==> src/rtl/y86_pkg.sv <==
// Shared definitions for the Y86 condition-code logic.
//   ALU function codes, jXX/cmovXX condition codes, the packed flag
//   register type and its reset value, and a helper that recognises a
//   defined ALU function.
package y86_pkg;

   localparam logic [3:0] ALU_ADD = 4'h0;
   localparam logic [3:0] ALU_SUB = 4'h1;
   localparam logic [3:0] ALU_AND = 4'h2;
   localparam logic [3:0] ALU_XOR = 4'h3;

   localparam logic [3:0] C_YES = 4'h0;
   localparam logic [3:0] C_LE  = 4'h1;
   localparam logic [3:0] C_L   = 4'h2;
   localparam logic [3:0] C_E   = 4'h3;
   localparam logic [3:0] C_NE  = 4'h4;
   localparam logic [3:0] C_GE  = 4'h5;
   localparam logic [3:0] C_G   = 4'h6;

   typedef struct packed {
      logic zf;
      logic sf;
      logic of;
   } cc_t;

   localparam cc_t CC_RESET = '{zf: 1'b1, sf: 1'b0, of: 1'b0};

   function automatic logic alu_fun_valid(input logic [3:0] fun);
      return fun <= ALU_XOR;
   endfunction

endpackage

==> src/rtl/y86_cond_eval.sv <==
// Combinational branch/cmov condition evaluator.
//   zf, sf, of : condition flags
//   cond_fun   : ifun of the jXX/cmovXX instruction
//   cnd        : 1 when the condition holds; codes 7..15 never hold
module y86_cond_eval
   import y86_pkg::*;
(
   input  logic       zf,
   input  logic       sf,
   input  logic       of,
   input  logic [3:0] cond_fun,
   output logic       cnd
);

   logic lt;

   always_comb begin
      cnd = 1'b0;
      // Signed "less than" survives overflow because OF corrects SF.
      lt  = sf ^ of;
      unique case (cond_fun)
         C_YES:   cnd = 1'b1;
         C_LE:    cnd = lt | zf;
         C_L:     cnd = lt;
         C_E:     cnd = zf;
         C_NE:    cnd = ~zf;
         C_GE:    cnd = ~lt;
         C_G:     cnd = ~lt & ~zf;
         default: cnd = 1'b0;
      endcase
   end

endmodule

==> src/rtl/y86_cc_unit.sv <==
// Architectural condition-code register for the SEQ Y86 execute stage.
//   clk, rst          : clock, synchronous active-high reset
//   alu_a, alu_b      : ALU operands (only sign bits are used)
//   alu_out           : ALU result, B op A
//   alu_fun           : 0 add, 1 sub, 2 and, 3 xor, others reserved
//   set_cc, stat_err  : update request and faulting-instruction block
//   cond_fun          : jXX/cmovXX condition selector
//   zf, sf, of        : registered flags
//   cnd               : condition from the registered flags
//   cc_err            : sticky flag, set_cc seen with a reserved alu_fun
module y86_cc_unit
   import y86_pkg::*;
#(
   parameter int unsigned WIDTH = 64
) (
   input  logic             clk,
   input  logic             rst,
   input  logic [WIDTH-1:0] alu_a,
   input  logic [WIDTH-1:0] alu_b,
   input  logic [WIDTH-1:0] alu_out,
   input  logic [3:0]       alu_fun,
   input  logic             set_cc,
   input  logic             stat_err,
   input  logic [3:0]       cond_fun,
   output logic             zf,
   output logic             sf,
   output logic             of,
   output logic             cnd,
   output logic             cc_err
);

   cc_t  cc_q, cc_d;
   logic cc_err_q;
   logic req, upd, bad_fun;
   logic a_msb, b_msb, o_msb;

   // Only the sign bits of the operands matter for overflow.
   logic unused_bits;
   assign unused_bits = ^{alu_a[WIDTH-2:0], alu_b[WIDTH-2:0]};

   always_comb begin
      a_msb   = alu_a[WIDTH-1];
      b_msb   = alu_b[WIDTH-1];
      o_msb   = alu_out[WIDTH-1];
      req     = set_cc & ~stat_err;
      upd     = req & alu_fun_valid(alu_fun);
      bad_fun = req & ~alu_fun_valid(alu_fun);

      cc_d.zf = (alu_out == '0);
      cc_d.sf = o_msb;
      unique case (alu_fun)
         ALU_ADD: cc_d.of = (a_msb == b_msb) & (o_msb != a_msb);
         // B - A overflows only when the operands differ in sign.
         ALU_SUB: cc_d.of = (a_msb != b_msb) & (o_msb != b_msb);
         default: cc_d.of = 1'b0;
      endcase
   end

   always_ff @(posedge clk) begin
      if (rst) begin
         cc_q     <= CC_RESET;
         cc_err_q <= 1'b0;
      end else begin
         if (upd) begin
            cc_q <= cc_d;
         end
         if (bad_fun) begin
            cc_err_q <= 1'b1;
         end
      end
   end

   assign zf     = cc_q.zf;
   assign sf     = cc_q.sf;
   assign of     = cc_q.of;
   assign cc_err = cc_err_q;

   y86_cond_eval u_cond_eval (
      .zf       (cc_q.zf),
      .sf       (cc_q.sf),
      .of       (cc_q.of),
      .cond_fun (cond_fun),
      .cnd      (cnd)
   );

endmodule

==> config.mk <==
export PLATFORM = sky130hd
export DESIGN_NAME = y86_cc_unit
export DESIGN_NICKNAME = d
export VERILOG_FILES = /design/src/rtl/y86_pkg.sv /design/src/rtl/y86_cond_eval.sv /design/src/rtl/y86_cc_unit.sv
export SDC_FILE = /design/constraint.sdc
export NUM_CORES = 1
export LEC_CHECK = 0
export ABC_AREA = 1
export CAP_MARGIN = 20
export CORE_AREA = 2 2 81 83
export CTS_CLUSTER_SIZE = 40
export DETAILED_ROUTE_END_ITERATION = 12
export DIE_AREA = 0 0 83 85
export PLACE_DENSITY = 0.64
export SLEW_MARGIN = 40
export SYNTH_ARGS = -nofsm -noshare
export SYNTH_HDL_FRONTEND = slang
export SYNTH_SLANG_ARGS = --single-unit
==> constraint.sdc <==
create_clock -name clk -period 3 [get_ports clk]
set_clock_uncertainty 0.2 [all_clocks]
set_input_delay 0.3 -clock clk [delete_from_list [all_inputs] [get_ports clk]]
set_output_delay 0.3 -clock clk [all_outputs]
set_load 0.05 [all_outputs]
==> results of run 1 <==
==> cell usage in the layout (no fill, tap or decap) <==
master           synthesis  layout
clkdlybuf4s50_1          0      82
a21oi_2                  1       1
a21oi_1                  2       2
o21ai_0                  3       3
nor2_4                   1       1
dfxtp_1                  4       4
nor2_2                   1       1
nand4_1                  3       3
inv_2                    2       2
xnor2_1                  1       1
clkbuf_8                 0       3
nor3_1                   1       1
and2_0                   1       1
nor2_1                  44      44
a211oi_1                 1       1
nand2_2                  2       2
xor2_1                   1       1
inv_1                    9       9
nand3_1                  2       2
a31oi_1                  1       1
nand2_1                 22      22
==> through the flow <==
| step | area (um^2) | hold WS [ps] | utilization | total power [W] | cells |
|---|---|---|---|---|---|
| floorplan | 504 | 162 | - | 0.0000956 | 102 |
| global placement | 1420 | 255 | 0.229 | 0.000208 | 261 |
| detailed placement | 1420 | 258 | 0.229 | 0.000209 | 261 |
| CTS | 1460 | 265 | 0.236 | 0.000325 | 264 |
| global route | 1460 | 311 | 0.236 | 0.000341 | 264 |
| finish | 1460 | 261 | 0.236 | 0.000320 | 264 |
==> cells by family after synthesis <==
kind of cell	count (synthesis)	share of synthesized area
AO/OA/AOI/OAI	8	0.0943
AND/OR/NAND/NOR	77	0.630
XOR/XNOR	2	0.0347
buffers and inverters	11	0.0819
flip-flops	4	0.159
==> layout make-up <==
cell class,instances,share of cell area
Clock buffer,3,0.0282
Inverter,11,0.0282
Multi-Input combinational cell,87,0.262
Sequential cell,4,0.0547
Tap cell,77,0.0659
Timing Repair Buffer,82,0.561
==> sequential cells by signal, indices dropped and copies added (netlist names) <==
register and cells:
cc_err 1, of 1, sf 1, zf 1
==> worst max-delay path, cell delays in order <==
cell and delay [ps]:
clkdlybuf4s50_1 470, nand2_1 90, inv_1 50, nor2_1 100, nand2_1 60, nand2_1 50
nand2_1 40, nor2_1 80, clkdlybuf4s50_1 800
==> power by group through the flow <==
| stage | Clock (W) | Combinational [W] | Sequential (W) |
|---|---|---|---|
| 3_5_place_dp | 0 | 0.000151 | 0.0000576 |
| 3_3_place_gp | 0 | 0.000150 | 0.0000576 |
| 6_report | 0.000114 | 0.000150 | 0.0000568 |
| 4_1_cts | 0.000116 | 0.000152 | 0.0000569 |
| 5_1_grt | 0.000121 | 0.000162 | 0.0000571 |
| 2_1_floorplan | 0 | 0.0000313 | 0.0000642 |
==> how the worst min path moves through the flow <==
stage	endpoint	slack, ps	cells past startpoint
after floorplan	of	160	1
after global placement	cc_err	250	2
after detailed placement	cc_err	260	2
after CTS	cc_err	270	2
after global routing	cc_err	310	2
final	cc_err	260	2
==> layer usage <==
| metal | global-route usage | wire, um |
|---|---|---|
| met5 | 0 | 0 |
| met4 | 0.0224 | 0 |
| met3 | 0.0263 | 312 |
| met2 | 0.106 | 867 |
| met1 | 0.0695 | 980 |
==> metrics, run 1 <==
Critical Path Source cond_fun[0]; pin slew with the least headroom to its limit 495 ps; Worst Setup Slack, final 452 ps; switching pwr 0.0000745 W; largest net degree at the start of global routing 6; Reg-to-Reg End zf; part of the power in combinational logic 0.467; H-tree lvl count 1; Mapped Cells 102; core area 6200 um^2; R2R Setup Slk 2160 ps; final max-slew violation count 0; number of synthesized register bits 4; ranking of synthesized cells by area nor2_1 33%, nand2_1 16%, dfxtp_1 16%; Synth top area share 0.328; Setup Fix Bufs, Post-CTS 0; CTS tree built; Final Hold Fails 0; Final min period 2550 ps; post-route ant nets 0; Final GP Congestion 0.800; crit path kind primary input to output pin; vias 897; Pleak 0.571 nW; Starting Density 0.0813; cells on worst reg2reg path 2; RSZ-0062 raised after global routing false; share of flip-flops with an asynchronous set or reset 0; arrival time worst endpoint 2050 ps; crit end category output pin; Area Growth Syn to Fin 190%; Hold Crit Class register to register; source of the worst hold timing path cc_err; share of post-route cells with drive strength above 1 0.0535; status finished, final reports clean; TritonCTS buffer count 3; Multi-input gate area 383 um^2; vias per std cell 3.40; router iterations before antenna repair 3; clk sinks 4; switch share 0.233; Top FF cell, synth dfxtp_1; register area share after synthesis 0.159; DRC 0; number of flops mapped to enable cells by yosys 0; Max Freq 392 MHz; reg-to-reg startpoint zf; PortBufs 82; filler instances 717; I/O pin cnt 209; crit path capture cnd; Synth cell types 19; Worst-Skew Late Latency 220 ps; initial drt markers 6; Antenna Cells 0; Post-synth top cells 44 x nor2_1, 22 x nand2_1, 9 x inv_1; pwr/cell area 219 nW/um^2; first-pass GRT wire length 3510 um; Post-Synthesis Net Count 306; Core Rows 29; setup TNS 0 ps; sequential share of power 0.177; part of the cycle the worst path needs 0.849; Yosys top cell by area nor2_1; yosys warns 0; Int Pwr 0.000246 W; # hold bufs at CTS 0; post_cts resized 0; routed wire length 2160 um; die area 7060 um^2; most numerous cell in the Yosys netlist nor2_1; vias in the first global route 911; WL/cell 8.18 um; GRT overflow 0; initial antenna violation count 0; Die Ht 85 um; maxcap violations 0; worst slack, placed 455 ps; Peak VDD IR 0.000151 V; Overall Global Routing Usage 0.0622; Post-Synthesis Cell Area 504 um^2; syn_area_per_cell 4.94 um^2; Clock Tree Root clkbuf_8; crit path max fanout 5; DP Wirelength 2030 um; CP required 2500 ps; clock share of power 0.356; Clk pin slew, worst setup/hold paths 30 ps; Final nets 393; Reg area 80.1 um^2; relative slew slack 0.669; Final Setup Violations 0; die extent in x 83 um; clk buf depth 2; Worst setup SP type primary input
No activity file was read; power rests on OpenSTA's default activity.
==> run 2, diff against run 1 <==
CORE_AREA = 2 2 82 84   (was 2 2 81 83)
DIE_AREA = 0 0 84 86   (was 0 0 83 85)
PLACE_DENSITY = 0.62   (was 0.64)
clock period = 2.55 ns   (was 3 ns; I/O delays follow)
==> run 2 against run 1 <==
Critical path type unchanged. First-iteration DRC count is the same. Critical path depth is the same. Power grew 16%.
==> metrics, run 2 (synthesis results as in run 1) <==
routed wire length 2190 um (was 2160 um); PortBufs 82 (unchanged); die extent in x 84 um (was 83 um); cells on worst reg2reg path 2 (unchanged); clk buf depth 2 (unchanged); maxcap violations 0 (unchanged); Final min period 1880 ps; vias in the first global route 856 (was 911); Overall Power 0.000373 W (was 0.000320 W); core area 6280 um^2 (was 6200 um^2); router iterations before antenna repair 4 (was 3); status finished, final reports clean (unchanged); Area Growth Syn to Fin 190% (about the same); Final nets 393 (unchanged); Crit path top cell by count nand2_1 (unchanged); vias per std cell 3.47 (was 3.40); WL/cell 8.31 um (was 8.18 um); Pleak 0.572 nW (was 0.571 nW); routed wl met2 909 um (was 867 um); critical path cell sequence clkdlybuf4s50_1 > nand2_1 > inv_1 > nor2_1 > nand2_1 > nand2_1 > nand2_1 > nor2_1 > buf_4 (was clkdlybuf4s50_1 > nand2_1 > inv_1 > nor2_1 > nand2_1 > nand2_1 > nand2_1 > nor2_1 > clkdlybuf4s50_1); arrival time worst endpoint 1430 ps (was 2050 ps); Cells on Worst Hold Path 2 (unchanged); post-route ant nets 0 (unchanged); DP Wirelength 2090 um (was 2030 um); pin slew with the least headroom to its limit 510 ps (was 495 ps); clk sinks 4 (unchanged); crit path kind primary input to output pin (unchanged); Final Hold Fails 0 (unchanged); die area 7220 um^2 (was 7060 um^2); Starting Density 0.0803 (was 0.0813); Final Setup Violations 0 (unchanged); Antenna Cells 0 (unchanged); relative slew slack 0.659 (was 0.669); vias 916 (was 897); I/O pin cnt 209 (unchanged); source of the worst hold timing path cc_err (unchanged); pwr/cell area 255 nW/um^2 (was 219 nW/um^2); Max Freq 532 MHz; # hold bufs at CTS 0 (unchanged); WHS 275 ps (was 261 ps); final max-slew violation count 0 (unchanged); dpl cell area 1420 um^2 (about the same); crit end category output pin (unchanged); final core utilization 0.233 (was 0.236); metal3 WL 410 um (was 312 um); Worst setup SP type primary input (unchanged); crit path max fanout 5 (unchanged); worst hold path endpoint cc_err (unchanged); most frequent cells in the layout 81 x clkdlybuf4s50_1, 44 x nor2_1, 22 x nand2_1, 9 x inv_1, 4 x dfxtp_1 (was 82 x clkdlybuf4s50_1, 44 x nor2_1, 22 x nand2_1, 9 x inv_1, 4 x dfxtp_1); part of the cycle the worst path needs 0.738; post-route cell area 1460 um^2 (about the same); first-pass GRT wire length 3350 um (was 3510 um); Clk pin slew, worst setup/hold paths 30 ps (about the same); share of post-route cells with drive strength above 1 0.0588 (was 0.0535); Routed met1 length 835 um (was 980 um); Overall Global Routing Usage 0.0588 (was 0.0622); Reg-to-Reg End zf (unchanged); Clock Tree Root clkbuf_8 (unchanged); largest net degree at the start of global routing 6 (unchanged); CP max stage delay 470 ps (was 800 ps); Hold Crit Class register to register (unchanged); TritonCTS buffer count 3 (unchanged); Worst-Skew Late Latency 210 ps (was 220 ps); initial drt markers 6 (unchanged); top layer in use met5 (was met3); most common cell after layout, fill and taps aside clkdlybuf4s50_1 (unchanged); Final GP Congestion 0.747 (was 0.800); Setup Fix Bufs, Post-CTS 0 (unchanged); reg-to-reg startpoint zf (unchanged); CTS tree built (unchanged); DRC 0 (unchanged); RSZ-0062 raised after global routing false (unchanged); CP required 2100 ps (was 2500 ps); initial antenna violation count 1 (was 0); H-tree lvl count 1 (unchanged); Die Ht 86 um (was 85 um); Peak VDD IR 0.000175 V (was 0.000151 V); setup TNS 0 ps (unchanged); R2R Setup Slk 1700 ps (was 2160 ps); GRT overflow 0 (unchanged); Core Rows 29 (unchanged); post_cts resized 0 (unchanged); CP max-delay cell clkdlybuf4s50_1 (unchanged)
-- run 2: where the power goes --
part / leakage [nW] / internal (W) / switching (W)
clock: 0.0216 / 0.000100 / 0.0000296
combinational: 0.518 / 0.000123 / 0.0000527
sequential: 0.0326 / 0.0000654 / 0.00000170
-- run 2: how the worst max path moves through the flow --
stage	end	cells past startpoint	from	slack [ps]
after floorplan	cnd	6	of	420
after global placement	cnd	9	cond_fun[0]	720
after detailed placement	cnd	9	cond_fun[0]	670
after CTS	cnd	9	cond_fun[0]	660
after global routing	cnd	9	cond_fun[0]	590
final	cnd	9	cond_fun[0]	670
-- run 2: layout make-up --
| type | count | area (um^2) |
|---|---|---|
| Inverter | 11 | 41.3 |
| Sequential cell | 4 | 80.1 |
| Timing Repair Buffer | 82 | 818 |
| Clock buffer | 3 | 41.3 |
| Tap cell | 77 | 96.3 |
| Multi-Input combinational cell | 87 | 383 |
| Fill cell | 711 | 4820 |
-- run 2: per-stage QoR --
step | setup WS (ps) | std cells
finish | 669 | 264
global route | 586 | 264
CTS | 661 | 264
detailed placement | 668 | 261
global placement | 719 | 261
floorplan | 420 | 102
-- run 2: routing by layer --
metal	vias to the layer above	GRT usage
li1	485	-
met5	-	0
met3	6	0.0318
met2	79	0.103
met4	2	0.0220
met1	344	0.0597
-- run 2: worst max-delay path, delay by kind of cell --
kind | cells | cell delay, ps
simple gates | 6 | 440
buf+inv | 3 | 720
==> run 3, diff against run 2 <==
clock period = 1.8 ns   (was 2.55 ns; I/O delays follow)
==> run 3 against run 2 <==
Critical path type unchanged. Critical endpoint unchanged. Cell count did not move. Combinational power rose by 47%. Clock power rose by 41%. Sequential cell count did not move. Sequential share of layout area barely moved. Hold slack got worse by 8.7 ps.
==> metrics, run 3 (synthesis results as in run 1) <==
status finished, final reports clean (unchanged); Setup Fix Bufs, Post-CTS 0 (unchanged); vias in the first global route 990 (was 856); largest net degree at the start of global routing 6 (unchanged); vias per std cell 3.42 (was 3.47); WHS 267 ps (was 275 ps); core area 6280 um^2 (unchanged); die area 7220 um^2 (unchanged); H-tree lvl count 1 (unchanged); PortBufs 82 (unchanged); clk buf depth 2 (unchanged); die extent in x 84 um (unchanged); GRT overflow 0 (unchanged); Final GP Congestion 0.718 (was 0.747); TritonCTS buffer count 3 (unchanged); Die Ht 86 um (unchanged); Pleak 0.592 nW (was 0.572 nW); DRC 0 (unchanged); Overall Global Routing Usage 0.0684 (was 0.0588); CP max stage delay 490 ps (was 470 ps); crit path max fanout 3 (was 5); pin slew with the least headroom to its limit 315 ps (was 510 ps); DP Wirelength 2220 um (was 2090 um); most frequent cells in the layout 76 x clkdlybuf4s50_1, 43 x nor2_1, 22 x nand2_1, 9 x inv_1, 4 x buf_4 (was 81 x clkdlybuf4s50_1, 44 x nor2_1, 22 x nand2_1, 9 x inv_1, 4 x dfxtp_1); clk sinks 4 (unchanged); most common cell after layout, fill and taps aside clkdlybuf4s50_1 (unchanged); CP required 1420 ps (was 2100 ps); relative slew slack 0.789 (was 0.659); CTS tree built (unchanged); Final min period 1670 ps; initial drt markers 13 (was 6); Final nets 393 (unchanged); Clk pin slew, worst setup/hold paths 30 ps (about the same); RSZ-0062 raised after global routing false (unchanged); crit end category output pin (unchanged); WL/cell 8.80 um (was 8.31 um); Core Rows 29 (unchanged); Final Setup Violations 0 (unchanged); pwr/cell area 364 nW/um^2 (was 255 nW/um^2); setup TNS 0 ps (unchanged); post-route ant nets 0 (unchanged); Hold Crit Class register to register (unchanged); crit path kind primary input to output pin (unchanged); router iterations before antenna repair 4 (unchanged); part of the cycle the worst path needs 0.927; CP max-delay cell clkdlybuf4s50_1 (unchanged); Antenna Cells 0 (unchanged); arrival time worst endpoint 1290 ps (was 1430 ps); initial antenna violation count 0 (was 1); final max-slew violation count 0 (unchanged); share of post-route cells with drive strength above 1 0.0909 (was 0.0588); Max Freq 599 MHz; Worst-Skew Late Latency 210 ps (about the same); Clock Tree Root clkbuf_8 (unchanged); first-pass GRT wire length 3930 um (was 3350 um); Final Hold Fails 0 (unchanged); vias 904 (was 916); maxcap violations 0 (unchanged); I/O pin cnt 209 (unchanged); Area Growth Syn to Fin 192% (was 190%); routed wire length 2320 um (was 2190 um); Peak VDD IR 0.000281 V (was 0.000175 V); Worst setup SP type primary input (unchanged); critical path cell sequence clkdlybuf4s50_1 > o21ai_0 > nor3_1 > nor2_4 > buf_12 (was clkdlybuf4s50_1 > nand2_1 > inv_1 > nor2_1 > nand2_1 > nand2_1 > nand2_1 > nor2_1 > buf_4); Starting Density 0.0803 (unchanged)
run 3: cell count changes in the layout (fill, tap and decap cells not counted), sizes merged:
cell | before | now
clkdlybuf4s50 | 81 | 76
buf | 1 | 5
dlymetal6s2s | 0 | 1
run 3: layout make-up:
cell class	instances	area (um^2)
Tap cell	77	96.3
Inverter	11	41.3
Multi-Input combinational cell	87	390
Sequential cell	4	81.3
Fill cell	705	4800
Timing Repair Buffer	82	823
Clock buffer	3	41.3
run 3: worst max-delay path, delay by kind of cell:
kind | cells | cell delay [ps]
compound gates | 1 | 90
simple gates | 2 | 380
buf+inv | 2 | 640
run 3: power by group:
part	internal, W	switching [W]
Clock	0.000142	0.0000412
Sequential	0.0000928	0.00000231
Combinational	0.000179	0.0000798
run 3: layer usage:
metal / part of all wire / vias up / GRT usage
met4: 0 / 0 / 0.0176
met3: 0.17 / 0 / 0.0308
met5: 0 / - / 0
met2: 0.41 / 76 / 0.122
met1: 0.42 / 341 / 0.0739
li1: - / 487 / -
run 3: timing repair:
| item | in CTS | in global routing |
|---|---|---|
| endpoints found under the setup margin | 0 | 1 |
| gates resized for setup | 0 | 3 |
| hold buffers | 0 | 0 |
run 3: worst paths after layout:
| check | from | end | slack [ps] | cells after the start |
|---|---|---|---|---|
| worst min register to register | cc_err | cc_err | 270 | 2 |
| worst min-delay path | cc_err | cc_err | 270 | 2 |
| worst max register to register | zf | zf | 960 | 2 |
| worst max-delay path | cond_fun[1] | cnd | 130 | 5 |
run 3: stage by stage:
stage	total power (W)	area (um^2)	instances	worst slack [ps]	utilization
floorplan	0.000162	512	102	96.0	-
global placement	0.000355	1430	261	78.5	0.228
detailed placement	0.000358	1430	261	80.9	0.228
CTS	0.000548	1470	264	75.4	0.234
global route	0.000585	1470	264	17.2	0.235
finish	0.000537	1470	264	132	0.235
